[src/rtl/mixer_3.sv]
// -----------------------------------------------------------------------------
// mixer_3 -- time-multiplexed stereo voice mixer
//
// Takes one oscillator slot (voice vx, oscillator ox) per cycle from the
// slot-serial oscillator stage. Each slot's sine sample is scaled by envelope,
// per-oscillator level and per-oscillator pan, then summed into left/right
// accumulators. On the last slot of a frame the sums are scaled by master
// volume, shifted, saturated and presented as a stereo sample with a
// one-cycle valid strobe.
//
// Ports
//   sCLK_XVXENVS  clock, rising edge
//   reset_data_N  asynchronous active-low reset
//   slot_valid / slot_vx / slot_ox / sine_in / level_mul   slot input
//   reg_we / reg_com_sel / reg_adr / reg_wdata             register writes
//   flag_clr      clears clip_l, clip_r, frame_err (a same-cycle set wins)
//   lsound_out / rsound_out   saturated signed stereo sample
//   sound_valid   one-cycle pulse when a new sample is loaded
//   clip_l / clip_r           sticky saturation flags
//   frame_err     sticky flag: last slot seen with wrong slot count
// -----------------------------------------------------------------------------
module mixer_3 #(
  parameter int VOICES    = 8,
  parameter int V_OSC     = 4,
  parameter int V_WIDTH   = 3,
  parameter int O_WIDTH   = 2,
  parameter int IN_WIDTH  = 17,
  parameter int OUT_WIDTH = 24,
  parameter int ACC_WIDTH = 64,
  parameter int OUT_SHIFT = 21
) (
  input  logic                        sCLK_XVXENVS,
  input  logic                        reset_data_N,
  input  logic                        slot_valid,
  input  logic [V_WIDTH-1:0]          slot_vx,
  input  logic [O_WIDTH-1:0]          slot_ox,
  input  logic signed [IN_WIDTH-1:0]  sine_in,
  input  logic signed [7:0]           level_mul,
  input  logic                        reg_we,
  input  logic                        reg_com_sel,
  input  logic [6:0]                  reg_adr,
  input  logic [7:0]                  reg_wdata,
  input  logic                        flag_clr,
  output logic signed [OUT_WIDTH-1:0] lsound_out,
  output logic signed [OUT_WIDTH-1:0] rsound_out,
  output logic                        sound_valid,
  output logic                        clip_l,
  output logic                        clip_r,
  output logic                        frame_err
);

  localparam int FRAME_SLOTS = VOICES * V_OSC;
  localparam int CNT_W       = $clog2(FRAME_SLOTS + 1) + 1;

  localparam logic signed [ACC_WIDTH-1:0] OUT_MAX =
    {{(ACC_WIDTH-OUT_WIDTH+1){1'b0}}, {(OUT_WIDTH-1){1'b1}}};
  localparam logic signed [ACC_WIDTH-1:0] OUT_MIN =
    {{(ACC_WIDTH-OUT_WIDTH+1){1'b1}}, {(OUT_WIDTH-1){1'b0}}};

  typedef struct packed {
    logic signed [OUT_WIDTH-1:0] value;
    logic                        clipped;
  } sat_t;

  function automatic sat_t saturate(input logic signed [ACC_WIDTH-1:0] v);
    sat_t r;
    if (v > OUT_MAX) begin
      r.value   = OUT_MAX[OUT_WIDTH-1:0];
      r.clipped = 1'b1;
    end else if (v < OUT_MIN) begin
      r.value   = OUT_MIN[OUT_WIDTH-1:0];
      r.clipped = 1'b1;
    end else begin
      r.value   = v[OUT_WIDTH-1:0];
      r.clipped = 1'b0;
    end
    return r;
  endfunction

  // ---------------------------------------------------------------------------
  // Register banks
  // ---------------------------------------------------------------------------
  logic signed [7:0] osc_lvl [V_OSC];
  logic        [7:0] osc_pan [V_OSC];
  logic signed [7:0] m_vol;

  // NOTE: these small arrays are configuration registers whose power-up values
  // are relied on by software, so they are reset explicitly element by element;
  // a large data RAM would normally be left unreset.
  always_ff @(posedge sCLK_XVXENVS or negedge reset_data_N) begin
    if (!reset_data_N) begin
      for (int i = 0; i < V_OSC; i++) begin
        osc_lvl[i] <= (i < 2) ? 8'sh40 : 8'sh00;
        osc_pan[i] <= 8'h40;
      end
      m_vol <= 8'sh40;
    end else if (reg_we) begin
      if (reg_com_sel) begin
        if (reg_adr == 7'd1) m_vol <= $signed(reg_wdata);
      end else begin
        // Oscillator index in the upper address bits; indices >= V_OSC match
        // no entry and are therefore ignored.
        for (int i = 0; i < V_OSC; i++) begin
          if (int'(reg_adr[6:4]) == i) begin
            if (reg_adr[3:0] == 4'd2) osc_lvl[i] <= $signed(reg_wdata);
            if (reg_adr[3:0] == 4'd7) osc_pan[i] <= reg_wdata;
          end
        end
      end
    end
  end

  // ---------------------------------------------------------------------------
  // Datapath
  // ---------------------------------------------------------------------------
  logic                        slot_last;
  logic                        s1_valid, s1_last, s2_valid, s2_last, s3_valid, s3_last;
  logic [O_WIDTH-1:0]          s1_ox, s2_ox;
  logic signed [ACC_WIDTH-1:0] s1_a, s2_b, s3_l, s3_r;
  logic signed [ACC_WIDTH-1:0] acc_l, acc_r;

  logic signed [ACC_WIDTH-1:0] s1_a_next, s2_b_next, gain_l, gain_r;
  logic signed [ACC_WIDTH-1:0] sum_l, sum_r, shf_l, shf_r;
  logic [6:0]                  pan_p;
  sat_t                        sat_l, sat_r;

  assign slot_last = (slot_vx == V_WIDTH'(VOICES - 1)) &&
                     (slot_ox == O_WIDTH'(V_OSC - 1));

  // NOTE: every variable written here gets a value on every path (most are
  // unconditional), so this block stays purely combinational with no latches.
  always_comb begin
    s1_a_next = ACC_WIDTH'(sine_in) * ACC_WIDTH'(level_mul);
    s2_b_next = s1_a * ACC_WIDTH'(osc_lvl[s1_ox]);
    // Pan values above 127 clamp to hard right.
    pan_p     = (osc_pan[s2_ox] > 8'd127) ? 7'd127 : osc_pan[s2_ox][6:0];
    gain_r    = ACC_WIDTH'(pan_p);
    gain_l    = ACC_WIDTH'(7'd127 - pan_p);
    // Frame-end path: the last slot's own term joins the sum before scaling.
    sum_l     = acc_l + s3_l;
    sum_r     = acc_r + s3_r;
    shf_l     = (sum_l * ACC_WIDTH'(m_vol)) >>> OUT_SHIFT;
    shf_r     = (sum_r * ACC_WIDTH'(m_vol)) >>> OUT_SHIFT;
    sat_l     = saturate(shf_l);
    sat_r     = saturate(shf_r);
  end

  // NOTE: all state below uses non-blocking assignments so every stage samples
  // the previous stage's value from before the edge, not the freshly updated one.
  always_ff @(posedge sCLK_XVXENVS or negedge reset_data_N) begin
    if (!reset_data_N) begin
      s1_valid <= 1'b0;  s1_last <= 1'b0;  s1_ox <= '0;  s1_a <= '0;
      s2_valid <= 1'b0;  s2_last <= 1'b0;  s2_ox <= '0;  s2_b <= '0;
      s3_valid <= 1'b0;  s3_last <= 1'b0;  s3_l  <= '0;  s3_r <= '0;
    end else begin
      s1_valid <= slot_valid;
      s1_last  <= slot_valid & slot_last;
      s1_ox    <= slot_ox;
      s1_a     <= s1_a_next;
      s2_valid <= s1_valid;
      s2_last  <= s1_last;
      s2_ox    <= s1_ox;
      s2_b     <= s2_b_next;
      s3_valid <= s2_valid;
      s3_last  <= s2_last;
      s3_l     <= s2_b * gain_l;
      s3_r     <= s2_b * gain_r;
    end
  end

  // Accumulation and frame output
  always_ff @(posedge sCLK_XVXENVS or negedge reset_data_N) begin
    if (!reset_data_N) begin
      acc_l       <= '0;
      acc_r       <= '0;
      lsound_out  <= '0;
      rsound_out  <= '0;
      sound_valid <= 1'b0;
      clip_l      <= 1'b0;
      clip_r      <= 1'b0;
    end else begin
      sound_valid <= 1'b0;
      clip_l      <= clip_l & ~flag_clr;
      clip_r      <= clip_r & ~flag_clr;
      if (s3_valid) begin
        if (s3_last) begin
          acc_l       <= '0;
          acc_r       <= '0;
          lsound_out  <= sat_l.value;
          rsound_out  <= sat_r.value;
          sound_valid <= 1'b1;
          if (sat_l.clipped) clip_l <= 1'b1;
          if (sat_r.clipped) clip_r <= 1'b1;
        end else begin
          acc_l <= sum_l;
          acc_r <= sum_r;
        end
      end
    end
  end

  // ---------------------------------------------------------------------------
  // Slot counter: counts valid slots up to and including the last slot
  // ---------------------------------------------------------------------------
  logic [CNT_W-1:0] slot_cnt, cnt_inc;

  assign cnt_inc = (slot_cnt == {CNT_W{1'b1}}) ? slot_cnt : slot_cnt + 1'b1;

  always_ff @(posedge sCLK_XVXENVS or negedge reset_data_N) begin
    if (!reset_data_N) begin
      slot_cnt  <= '0;
      frame_err <= 1'b0;
    end else begin
      frame_err <= frame_err & ~flag_clr;
      if (slot_valid) begin
        if (slot_last) begin
          slot_cnt <= '0;
          if (cnt_inc != CNT_W'(FRAME_SLOTS)) frame_err <= 1'b1;
        end else begin
          slot_cnt <= cnt_inc;
        end
      end
    end
  end

endmodule

[config.mk]
export PLATFORM = sky130hd
export DESIGN_NAME = mixer_3
export DESIGN_NICKNAME = d
export VERILOG_FILES = /design/src/rtl/mixer_3.sv
export SDC_FILE = /design/constraint.sdc
export NUM_CORES = 2
export LEC_CHECK = 0
export CORE_ASPECT_RATIO = 1.1
export CORE_MARGIN = 4
export CORE_UTILIZATION = 60
export DETAILED_ROUTE_END_ITERATION = 7
export PLACE_DENSITY = 0.75
export SLEW_MARGIN = 20
export SYNTH_ARGS = -nofsm -noshare
export SYNTH_HDL_FRONTEND = slang
export SYNTH_SLANG_ARGS = --single-unit
[constraint.sdc]
create_clock -name sCLK_XVXENVS -period 17.6 [get_ports sCLK_XVXENVS]
set_clock_uncertainty 0.05 [all_clocks]
set_input_delay 2.64 -clock sCLK_XVXENVS [delete_from_list [all_inputs] [get_ports sCLK_XVXENVS]]
set_output_delay 2.64 -clock sCLK_XVXENVS [all_outputs]
set_load 0.01 [all_outputs]
# Word-level counts from Yosys, hierarchy flattened
# Index checks and enable logic that the tools add are counted.
dict set report totals {
  reg_bits 486
  output_inout_bits 52
  word_cells 103
}
dict set report op_classes {
  add_sub_neg 4
  multipliers 6
  magnitude_cmp 7
  n_eq_ne 10
  muxes 26
  bitwise_logic 8
  n_reduce_logical 12
}
# operator count
set ops {}
lappend ops {{$mul A64 B8 Y64} 4}
lappend ops {{$add A64 B64 Y64} 2}
lappend ops {{$mux W64} 2}
lappend ops {{$mux W25} 4}
lappend ops {{$gt A43 B24 Y1 const B} 2}
lappend ops {{$lt A43 B24 Y1 const B} 2}
lappend ops {{$mul A25 B8 Y33} 1}
lappend ops {{$bmux W8 S2} 2}
lappend ops {{$mux W8} 4}
lappend ops {{$reduce_and A4 Y1} 8}
lappend ops {{$mul A17 B8 Y25} 1}
lappend ops {{$mux W7} 3}
lappend ops {{$mux W1} 11}
lappend ops {{$eq A3 B3 Y1 const B} 3}
lappend ops {{$gt A8 B7 Y1 const B} 1}
lappend ops {{$sub A7 B7 Y8 const A} 1}
lappend ops {{$add A7 B1 Y7 const B} 1}
lappend ops {{$eq A7 B1 Y1 const B} 1}
lappend ops {{$eq A7 B7 Y1 const B} 1}
lappend ops {{$ne A7 B6 Y1 const B} 1}
lappend ops {{$ge A3 B3 Y1 const B} 2}
lappend ops {{$not A2 Y3} 2}
lappend ops {{$and A1 B1 Y1} 4}
lappend ops {{$eq A4 B2 Y1 const B} 1}
lappend ops {{8 further kinds} 9}

# Logic depth before layout (Yosys ltp)
dict set report logic_depth {
  depth_word 8
  ltp_mapped 42
  ltp_nobuf 41
}

# Worst setup path before layout
# OpenSTA, ideal clock, no wires.
dict set report synth_path {
  kind {register to register}
  from {register acc_r[0]}
  to {register rsound_out[23]}
  setup_ns 0.146
  arrival_time_ns 8.938
  t_required_ns 17.404
  slack_ns 8.466
  stages_incl_launch_ff 41
  n_path_buf 1
  period_less_slack_ns 9.134
  path_cell_list {dfrtp_1 > ha_1 > inv_1 > fa_1 > nand2b_1 > a21oi_1 > o41a_1 > o221a_2 > o41ai_4 > o21a_2 > o31ai_2 > nor2_1 > o21ai_0 > inv_1 > o21ai_0 > xor2_1 > and2_1 > fa_1 > [5 not listed] > ha_1 > a21o_1 > a21o_1 > a21o_1 > a2111oi_0 > o21ai_0 > a2bb2oi_1 > o211ai_1 > a31oi_1 > a31oi_1 > a21oi_1 > nor2b_1 > nor2_1 > xnor3_1 > xnor3_2 > nor2_1 > buf_2 > a311oi_1}
}
dict set report synth_between {
  elab_chain_cells 5
  elab_cells_between_ends 6
  cone_classes {add/sub: 1; mul: 1; order compare: 2; mux: 2}
}
# element line_no
set synth_rtl {}
lappend synth_rtl {{start: declaration} 120} ;# logic signed [ACC_WIDTH-1:0] acc_l, acc_r;
lappend synth_rtl {{start signal: assignment} 196} ;# acc_r <= sum_r;
lappend synth_rtl {{$add A64 B64 Y64 (*)} 141} ;# sum_r = acc_r + s3_r;
lappend synth_rtl {{$mul A64 B8 Y64 (*)} 143} ;# shf_r = (sum_r * ACC_WIDTH'(m_vol)) >>> OUT_SHIFT;
lappend synth_rtl {{$lt A43 B24 Y1} 70} ;# end else if (v < OUT_MIN) begin
lappend synth_rtl {{$mux W25} 70}
lappend synth_rtl {{$mux W25 (*)} 67} ;# if (v > OUT_MAX) begin
lappend synth_rtl {{end signal: assignment} 190} ;# rsound_out <= sat_r.value;
lappend synth_rtl {{end: declaration} 45} ;# output logic signed [OUT_WIDTH-1:0] rsound_out,
# Mark *: on every way between the ends. The rest lies on a longest branch, timed or not.
# A chain may end at the register's enable or synchronous reset.

# Worst setup path after layout
dict set report layout_path {
  from {register acc_l[9]}
  to {register lsound_out[12]}
}
dict set report layout_between {
  elab_chain_cells 5
  elab_cells_between_ends 6
  cone_classes {add/sub: 1; mul: 1; order compare: 2; mux: 2}
}
# element line_no
set layout_rtl {}
lappend layout_rtl {{start: declaration} 120}
lappend layout_rtl {{start signal: assignment} 195} ;# acc_l <= sum_l;
lappend layout_rtl {{$add A64 B64 Y64 (*)} 140} ;# sum_l = acc_l + s3_l;
lappend layout_rtl {{$mul A64 B8 Y64 (*)} 142} ;# shf_l = (sum_l * ACC_WIDTH'(m_vol)) >>> OUT_SHIFT;
lappend layout_rtl {{$lt A43 B24 Y1} 70}
lappend layout_rtl {{$mux W25} 70}
lappend layout_rtl {{$mux W25 (*)} 67}
lappend layout_rtl {{end signal: assignment} 189} ;# lsound_out <= sat_l.value;
lappend layout_rtl {{end: declaration} 44} ;# output logic signed [OUT_WIDTH-1:0] lsound_out,
# Marked as above.

==> impl_results.md <==
* Most frequent cells in the layout: inv_1, fa_1, and2_1
* Overall Global Routing Usage at 0.288
* Final Hold Vio Count at 0
* Postcts setup bufs at 0
* CP most frequent cell: fa_1
* Multiplexer share of the synthesized area at 0.0152
* Die X at 357 µm
* # fillers at about 11000
* RSZ-0062 raised after global routing: no
* CTS tree: done
* Worst-path clk slew at 0.06 ns
* Worst reg2reg path depth at 37
* Num ports at 103
* Avg Cell Area, Syn at 9.14 µm²
* Hpwl dp at 153 mm
* Reg-to-Reg Start: acc_l[9]$_DFFE_PN0P_
* CP Capture Type: flop
* Failing checks: DRC
* Post-Syn Nets at 10800
* Final Critical Period at 10.54 ns
* Clock H-tree levels at 2
* Latest clock arrival within the worst-skew pair at about 0.70 ns
* Largest net degree at the start of global routing at 168
* Num CTS Buffers at 55
* Routability congestion estimate at 0.909
* Layout cells sized above 1 at 0.0368
* Initial antenna violation count at 10
* Synth Area in Compound Gates at 0.103
* Final WL at just under 200 mm
* Crit path to: lsound_out[12]$_DFFE_PN0P_
* Multi-input gate area at 61200 µm²
* Post-synth ARST share at 1.00
* Net count, final at 10700
* Largest family of logic cells by synthesized area: adder cells
* Slew @ Worst Pin at ~1.2 ns
* Cell chosen for the clock root: clkbuf_16
* FF-to-FF End: lsound_out[12]$_DFFE_PN0P_
* Number of enable flip-flop cells after synthesis at 0
* Number of global-route vias before repair at 63300
* DR pass1 iterations at 8
* Synth Area in Simple Gates at 0.176
* Avg WL per Cell at 18.8 µm
* Fin Setup TNS at 0 ns
* Relative slew slack at 0.197
* Finish-stage setup viols at 0
* Max stage delay on crit path at 0.77 ns
* Fmax at 94.9 MHz
* Worst Hold Launch: s1_valid$_DFF_PN0_
* Mapped cell area at 80200 µm²
* Crit Path Category: reg2reg
* Initial core utilization at 0.605
* Final worst setup slack at just over 7 ns
* Cell row count at 140
* Pwr dens at 182 nW/µm²
* Slowest CP cell: o41ai_1
* Setup slack at placement at roughly 6.9 ns
* Fin crit share at 0.599
* DRT iter0 DRCs at 4098
* CP startpoint kind: flop
* Syn. warnings at 0
* Die Ht at 391 µm
* ANT nets after route at 0
* Max IR drop VDD at 0.374 mV
* Synth Area in XOR/XNOR at 0.0371
* Status: finished with violations
* Global route overflow at 0
* Reg area at 11400 µm²
* Via/cell ratio at 5.72
* Critical Path AT at 10.99 ns
* Leakage at 0.0422 µW
* Syn Inst Count at 8771
* Die area at 140000 µm²
* Worst Hold Path Cells at 0
* Register area share after synthesis at 0.142
* Routed via count at 59900
* Post-cts resize count at 0
* FF+latch count, synth at 455
* Top_reg_cell synth: dfrtp_1
* Slew Viols, Final at 0
* Num Clock Sinks at 455
* CTS Buffer Depth at 3
* Area growth syn-to-layout at 5.72%
* CP required at roughly 18 ns
* Core area at about 130000 µm²
* First-pass GRT wire length at 326 mm
* Final core utilization at 0.639
* FF-to-FF setup slack at 7.06 ns
* Cts-stage hold buffer count at 0
* Max cap viols at 0
* PortBufs at 102
* Most common cell after layout, fill and taps aside: inv_1
* Fin Hold WS at 0.301 ns
* Residual DRC count at 2
* Post-Synth Adder-Cell Area at 0.431
* Worst Hold Class: reg2reg
* Max Fanout on Critical Path at 24
* Yosys cell types at 93
* Critical path origin: acc_l[9]$_DFFE_PN0P_
==> kinds of logic after synthesis <==
group,Yosys count
adders and majority gates,1975
AOI/OAI and AO/OA,1249
muxes,93
DFF,455
buffers and inverters,2043
and+or+nand+nor,2626
xor gates and xnor gates,330
==> routing by layer <==
| metal | global-route usage | vias to the layer above | part of all wire |
|---|---|---|---|
| met5 | 0 | - | 0.00012 |
| met4 | 0.0928 | 4 | 0.033 |
| met3 | 0.0350 | 349 | 0.061 |
| met2 | 0.480 | 1849 | 0.48 |
| met1 | 0.395 | 30500 | 0.43 |
| li1 | - | 27200 | - |
==> worst max-delay path, delay by kind of cell (launching register included) <==
kind | cells | cell delay, ns
xor+xnor | 1 | 0.53
flops | 1 | 0.39
fa+ha+maj | 6 | 2.71
buf+inv | 2 | 0.09
simple gates | 12 | 2.46
compound gates | 16 | 4.15
==> flip-flops by register name (all words and copies together), names as in the netlist, 2 cells and up <==
signal,count
s2_b,33
s1_ox,2
acc_l,64
lsound_out,24
s2_ox,2
osc_pan,32
s3_r,64
osc_lvl,32
acc_r,64
s1_a,25
rsound_out,24
m_vol,8
slot_cnt,7
s3_l,64
==> report_power, final <==
group	leakage, µW	internal, µW	switching [µW]
Combinational	0.0354	4580	7640
Sequential	0.00585	1560	422
Clock	0.000979	726	519
Total	0.0422	6860	8580
==> worst min-delay path by stage <==
stage | endpoint | slack (ns)
after floorplan | s2_last$_DFF_PN0_ | 0.28
after global placement | s2_valid$_DFF_PN0_ | 0.29
after detailed placement | s2_valid$_DFF_PN0_ | 0.29
after CTS | s2_valid$_DFF_PN0_ | 0.30
after global routing | s3_last$_DFF_PN0_ | 0.31
final | s2_valid$_DFF_PN0_ | 0.30
==> metrics by stage <==
step                      std cells  total power, µW  cell area, µm²
after CTS                     10500            15400           84700
after global routing          10500            16900           84800
after global placement        10400            13700           82700
after floorplan                8771            10400           80200
final                         10500            15400           84800
after detailed placement      10400            14000           82700
==> Yosys cell counts (172+ instances only) <==
master | instances | area share
o21ai_0 | 210 | 0.013
a21oi_1 | 345 | 0.022
and2_1 | 1063 | 0.083
xnor2_1 | 230 | 0.025
ha_1 | 665 | 0.10
a21o_1 | 172 | 0.016
fa_1 | 1310 | 0.33
inv_1 | 1699 | 0.080
clkbuf_1 | 325 | 0.015
nor2b_1 | 211 | 0.016
nand2_1 | 593 | 0.028
dfrtp_1 | 448 | 0.14
nor2_1 | 309 | 0.014
==> area by class of cell <==
class	instances	share of cell area
Antenna cell	4	0.000118
Clock buffer	66	0.0173
Clock inverter	38	0.00620
Inverter	1703	0.0754
Multi-Input combinational cell	6273	0.722
Sequential cell	455	0.135
Tap cell	1775	0.0262
Timing Repair Buffer	165	0.0184
(Power assumes the default switching activity.)
